===== src/rtl/hex_key_entry_pkg.sv =====
// Shared keyboard definitions: PS/2 scan-set-2 prefix and control codes,
// the decode FSM state type, and a helper that flags bytes with no key meaning.
package hex_key_entry_pkg;

  localparam logic [7:0] SC_EXT   = 8'hE0;
  localparam logic [7:0] SC_BRK   = 8'hF0;
  localparam logic [7:0] SC_ENTER = 8'h5A;
  localparam logic [7:0] SC_BKSP  = 8'h66;
  localparam logic [7:0] SC_ESC   = 8'h76;

  typedef enum logic [1:0] {
    ST_IDLE,
    ST_EXT,
    ST_BRK,
    ST_EXT_BRK
  } kbd_state_e;

  // Keyboard status/ack bytes and the pause prefix carry no key meaning here.
  function automatic logic is_noise(input logic [7:0] code);
    return (code == 8'hE1) || (code == 8'hAA) || (code == 8'hFA) ||
           (code == 8'hEE) || (code == 8'hFE) || (code == 8'h00);
  endfunction

endpackage


===== src/rtl/hex_key_entry_scan_to_hex.sv =====
// Combinational key classifier: maps a make code (plus extended flag) to a
// hex nibble or to one of the Enter / Backspace / Esc control keys.
module scan_to_hex
  import hex_key_entry_pkg::*;
(
  input  logic [7:0] code_i,
  input  logic       ext_i,
  output logic       is_hex_o,
  output logic [3:0] value_o,
  output logic       is_enter_o,
  output logic       is_bksp_o,
  output logic       is_esc_o
);

  always_comb begin
    is_hex_o   = 1'b0;
    value_o    = 4'h0;
    is_enter_o = 1'b0;
    is_bksp_o  = 1'b0;
    is_esc_o   = 1'b0;
    if (ext_i) begin
      // Keypad Enter is the only extended key with a meaning here.
      is_enter_o = (code_i == SC_ENTER);
    end else begin
      is_hex_o = 1'b1;
      case (code_i)
        8'h45, 8'h70: value_o = 4'h0;
        8'h16, 8'h69: value_o = 4'h1;
        8'h1E, 8'h72: value_o = 4'h2;
        8'h26, 8'h7A: value_o = 4'h3;
        8'h25, 8'h6B: value_o = 4'h4;
        8'h2E, 8'h73: value_o = 4'h5;
        8'h36, 8'h74: value_o = 4'h6;
        8'h3D, 8'h6C: value_o = 4'h7;
        8'h3E, 8'h75: value_o = 4'h8;
        8'h46, 8'h7D: value_o = 4'h9;
        8'h1C:        value_o = 4'hA;
        8'h32:        value_o = 4'hB;
        8'h21:        value_o = 4'hC;
        8'h23:        value_o = 4'hD;
        8'h24:        value_o = 4'hE;
        8'h2B:        value_o = 4'hF;
        default:      is_hex_o = 1'b0;
      endcase
      is_enter_o = (code_i == SC_ENTER);
      is_bksp_o  = (code_i == SC_BKSP);
      is_esc_o   = (code_i == SC_ESC);
    end
  end

endmodule


===== src/rtl/hex_key_entry.sv =====
// PS/2 scan-code to hex-digit entry: prefix-tracking decode FSM, typematic
// repeat filter and a shift buffer of the most recent NUM_DIGITS digits.
module hex_key_entry
  import hex_key_entry_pkg::*;
#(
  parameter int NUM_DIGITS = 4,
  parameter bit REPEAT_EN  = 1'b0
) (
  input  logic                    clock,
  input  logic                    reset,
  input  logic [7:0]              scan_code,
  input  logic                    scan_valid,
  input  logic                    clear,
  output logic [3:0]              digit,
  output logic                    digit_valid,
  output logic [4*NUM_DIGITS-1:0] digits,
  output logic [3:0]              count,
  output logic                    enter_pulse,
  output logic                    overflow
);

  localparam int         W    = 4 * NUM_DIGITS;
  localparam logic [3:0] FULL = 4'(NUM_DIGITS);

  kbd_state_e state_q, state_d;
  logic [7:0] held_q, held_d;
  logic [3:0] digit_q, digit_d;
  logic       dv_q, dv_d;
  logic [W-1:0] digits_q, digits_d;
  logic [3:0] count_q, count_d;
  logic       ent_q, ent_d;
  logic       ovf_q, ovf_d;

  logic       make_vld, brk_vld, ext;
  logic       is_hex, is_enter, is_bksp, is_esc;
  logic [3:0] key_val;
  logic       accept;

  scan_to_hex u_map (
    .code_i     (scan_code),
    .ext_i      (ext),
    .is_hex_o   (is_hex),
    .value_o    (key_val),
    .is_enter_o (is_enter),
    .is_bksp_o  (is_bksp),
    .is_esc_o   (is_esc)
  );

  always_comb begin
    state_d  = state_q;
    make_vld = 1'b0;
    brk_vld  = 1'b0;
    ext      = 1'b0;
    if (scan_valid) begin
      case (state_q)
        ST_IDLE: begin
          if (scan_code == SC_EXT)      state_d = ST_EXT;
          else if (scan_code == SC_BRK) state_d = ST_BRK;
          else                          make_vld = !is_noise(scan_code);
        end
        ST_EXT: begin
          if (scan_code == SC_BRK) begin
            state_d = ST_EXT_BRK;
          end else begin
            state_d  = ST_IDLE;
            make_vld = 1'b1;
            ext      = 1'b1;
          end
        end
        default: begin
          // Any byte after F0, prefixes included, is the released key code.
          state_d = ST_IDLE;
          brk_vld = 1'b1;
        end
      endcase
    end
  end

  assign accept = make_vld && (is_hex || is_enter || is_bksp || is_esc) &&
                  (REPEAT_EN || (scan_code != held_q));

  always_comb begin
    held_d   = held_q;
    digit_d  = digit_q;
    dv_d     = 1'b0;
    digits_d = digits_q;
    count_d  = count_q;
    ent_d    = 1'b0;
    ovf_d    = ovf_q;
    if (accept) held_d = scan_code;
    if (brk_vld && (scan_code == held_q)) held_d = 8'h00;
    if (accept) begin
      if (is_hex) begin
        digit_d  = key_val;
        dv_d     = 1'b1;
        digits_d = (digits_q << 4) | W'(key_val);
        if (count_q == FULL) ovf_d = 1'b1;
        else                 count_d = count_q + 4'd1;
      end
      if (is_bksp && (count_q != 4'd0)) begin
        digits_d = digits_q >> 4;
        count_d  = count_q - 4'd1;
      end
      if (is_enter) ent_d = 1'b1;
      if (is_esc) begin
        digits_d = '0;
        count_d  = 4'd0;
        ovf_d    = 1'b0;
      end
    end
    // Clear overrides the buffer effect of a coincident key; its pulses remain.
    if (clear) begin
      digits_d = '0;
      count_d  = 4'd0;
      ovf_d    = 1'b0;
    end
  end

  always_ff @(posedge clock) begin
    if (reset) begin
      state_q  <= ST_IDLE;
      held_q   <= 8'h00;
      digit_q  <= 4'h0;
      dv_q     <= 1'b0;
      digits_q <= '0;
      count_q  <= 4'd0;
      ent_q    <= 1'b0;
      ovf_q    <= 1'b0;
    end else begin
      state_q  <= state_d;
      held_q   <= held_d;
      digit_q  <= digit_d;
      dv_q     <= dv_d;
      digits_q <= digits_d;
      count_q  <= count_d;
      ent_q    <= ent_d;
      ovf_q    <= ovf_d;
    end
  end

  assign digit       = digit_q;
  assign digit_valid = dv_q;
  assign digits      = digits_q;
  assign count       = count_q;
  assign enter_pulse = ent_q;
  assign overflow    = ovf_q;

endmodule


===== config.mk =====
export PLATFORM = sky130hd
export DESIGN_NAME = hex_key_entry
export DESIGN_NICKNAME = d
export VERILOG_FILES = /design/src/rtl/hex_key_entry_pkg.sv /design/src/rtl/hex_key_entry_scan_to_hex.sv /design/src/rtl/hex_key_entry.sv
export SDC_FILE = /design/constraint.sdc
export NUM_CORES = 1
export LEC_CHECK = 0
export ABC_AREA = 1
export CORE_MARGIN = 3
export CORE_UTILIZATION = 35
export CTS_CLUSTER_DIAMETER = 80
export CTS_CLUSTER_SIZE = 28
export DETAILED_ROUTE_END_ITERATION = 12
export DONT_BUFFER_PORTS = 1
export HOLD_SLACK_MARGIN = 0.05
export PLACE_DENSITY_LB_ADDON = 0.08
export SYNTH_ARGS = -nofsm -noshare
export SYNTH_HDL_FRONTEND = slang
export SYNTH_HIERARCHICAL = 1
export SYNTH_SLANG_ARGS = --single-unit

===== constraint.sdc =====
create_clock -name clock -period 3.4 [get_ports clock]
set_input_delay 0.34 -clock clock [delete_from_list [all_inputs] [get_ports clock]]
set_output_delay 0.34 -clock clock [all_outputs]
set_load 0.1 [all_outputs]

==> impl_results.md <==
* Core Region at 7330 um^2
* CP most frequent cell: nand2_1
* H-tree Lvls at 2
* Most area-consuming cells after synthesis: dfxtp_1 (28%), nand2_1 (18%), nor2_1 (13%)
* RSZ-0062 raised after global routing: no
* # fillers at 823
* Setup TNS at 0 ns
* CTS tree: done
* Initial antenna violation count at 0
* Power Internal at 627 uW
* Max incr delay on CP at ~0.37 ns
* Postcts setup bufs at 0
* Top cell type's share of synthesized area at 27.6%
* Ant diodes at 0
* Crit path buf inv count at 3
* Synth Net Count at 480
* Area growth, synth to finish at 9.15%
* Cts repair resizes at 0
* Vias in the first global route at 2431
* # rows at 31
* CP Cell Sequence: inv_1 -> nand3_1 -> nor2_1 -> inv_1 -> nand2_1 -> nor3_1 -> nand2_1 -> inv_1 -> ha_1 -> nand2_1 -> nand2_1 -> nor2_1 -> nand3_1 -> nand3_1 -> nand4_1 -> nand2_1 -> nor2_1
* Setup skew after layout at 0.00619 ns
* Fmax at 379 MHz
* Post-synthesis register bit count at 37
* Via-to-Cell Ratio at 4.73
* Post-Syn Instances at 465
* Grt ovf at 0
* Period utilization at 77.6%
* Pleak at 0.00143 uW
* Post-synthesis average cell area at around 5.8 um^2
* Pwr dens at 311 nW/um^2
* Die W at just over 90 um
* Yosys warns at 6
* First-pass GRT wire length at 12000 um
* PortBufs at 0
* Max rail drop VDD at roughly 0.16 mV
* # IOs at 39
* Seq/Total Area, Yosys at 27.6%
* Count of cell types in the netlist at 32
* DRT Pass-1 Iters at 4
* Slew HR at about a third
* Mapped cell area at 2680 um^2
* Final instance area at 2930 um^2
* Final setup viols at 0
* Final non-filler cell total at 573
* Status: finished clean
* Total wire length at around 7000 um
* Family with the most delay on the worst path: simple AND/OR/NAND/NOR gates
* Max cap viols at 0
* Initial Util at 36.6%
* Hold-fix buffers, CTS at 0
* CTS clock-pin slew for the worst setup and hold paths at 0.08 ns
* Crit-path slowest cell: dfxtp_1
* Root buf cell: clkbuf_8
* Num Clock Sinks at 37
* Clock Power Share at 34.7%
* CTS buffer count at 5
* Placed Cells at 566
* Routability Congestion at 0.822
* Worst-margin pin slew at 1.01 ns
* Total Power at 909 uW
* Crit. End Element: flip-flop
* Skew-Pair Late Insertion Delay at 0.29 ns
* Drt drc at 0
* WL per Instance at 12.2 um
* Seq pwr share at ~50%
* Area leader, netlist: dfxtp_1
* Worst Path Max Fanout at 13
* Placed Area at 2840 um^2
* Die height at between 90 and 100 um
* Layout net count at 489
* Die area at 8740 um^2
* Switching share of power at 31.0%
* Kind of critical path: flip-flop to flip-flop
* Worst setup SP type: flip-flop
* HP Class: primary input to flip-flop
* DPL Wire Length at 5270 um
* Iteration-0 DRC Markers at 130
* Layout cells sized above 1 at 8.86%
* Total GRT Usage at between 10% and 20%
* NetSw at 282 uW
* Worst path required time at 3.60 ns
* Gate power share at 15.4%
* Via count at ~2700
* Fin. Hold Viols at 0
* Pin count of the biggest net entering global routing at 23
* Routed Antenna Nets at 0
* Worst EP arrival at ~2.8 ns
* Fin crit period at 2.64 ns
* Fin. max-slew vios at 0
* Max Root-Sink Buffers at 2
-- through the flow --
stage	util (%)	hold slack (ns)	setup WS, ns
after global placement	38.8	0.415	0.549
after global routing	39.9	0.0952	0.297
after floorplan	-	0.412	0.486
after detailed placement	38.8	0.419	0.456
after CTS	39.9	0.0967	0.756
final	39.9	0.107	0.762
-- flip-flops by register name (all words and copies together), names as in the netlist --
name / cells
digits: 16
overflow: 1
digit_valid: 1
count: 4
held_q: 8
state_q: 2
digit: 4
enter_pulse: 1
-- synthesized netlist by cell type, drive strengths merged --
library cell,instances
xnor2,5
clkbuf,7
fa,1
buf,6
nand4,17
o21ai,29
ha,2
xor2,4
nand3b,1
a31oi,2
o211ai,2
a21oi,13
nor2,102
nand3,18
inv,74
nor3,4
o21a,1
nor4,1
nand2,137
dfxtp,37
and2,2
-- worst paths after layout --
kind / from / endpoint / slack, ns / depth (start not counted)
hold reg to reg: held_q[4] / held_q[4] / 0.50 / 2
setup reg to reg: state_q[1] / count[3] / 0.76 / 17
hold / removal: reset / digit_valid / 0.11 / 1
setup / recovery: state_q[1] / count[3] / 0.76 / 17
-- layout make-up --
type | instances | area, um^2 | area share [%]
inverters | 74 | 278 | 9.50
flip-flops and latches | 37 | 741 | 25.3
clock inverters | 1 | 8.76 | 0.299
well taps | 99 | 124 | 4.23
clock buffers | 6 | 72.6 | 2.48
multi-input cells | 341 | 1590 | 54.3
repair buffers | 15 | 113 | 3.85
-- power by group through the flow --
stage	Clock, uW	Combinational [uW]	Sequential, uW
after floorplan	0	112	466
after global placement	0	138	465
after detailed placement	0	140	464
final	315	140	454
after global routing	338	159	456
after CTS	327	140	454
-- cells by family after synthesis --
group / count (synthesis) / synth area share [%]
buffers and inverters: 87 / 13.1
DFF: 37 / 27.6
adders and majority gates: 3 / 1.68
and+or+nand+nor: 282 / 45.5
xor gates and xnor gates: 9 / 2.94
AOI/OAI and AO/OA: 47 / 9.15
-- cell usage in the layout (no fill, tap or decap), drive strengths merged, types with 2 or more instances in the layout --
cell,count
dfxtp,37
xor2,4
nor3,4
o211ai,2
nand2,137
a31oi,2
o21ai,29
inv,74
clkbuf,6
buf,15
nor2,102
xnor2,5
nand3,18
and2,2
ha,2
a21oi,13
nand4,17
-- metal layers --
layer	GRT usage (%)	share of wire (%)	up-vias	routed length (um)
li1	-	-	1448	-
met1	23.5	50	1199	3520
met2	26.4	43	54	3030
met3	3.62	5.2	8	363
met4	4.40	1.2	0	83
met5	0	0	-	0
Power figures use the tool's default switching activity.
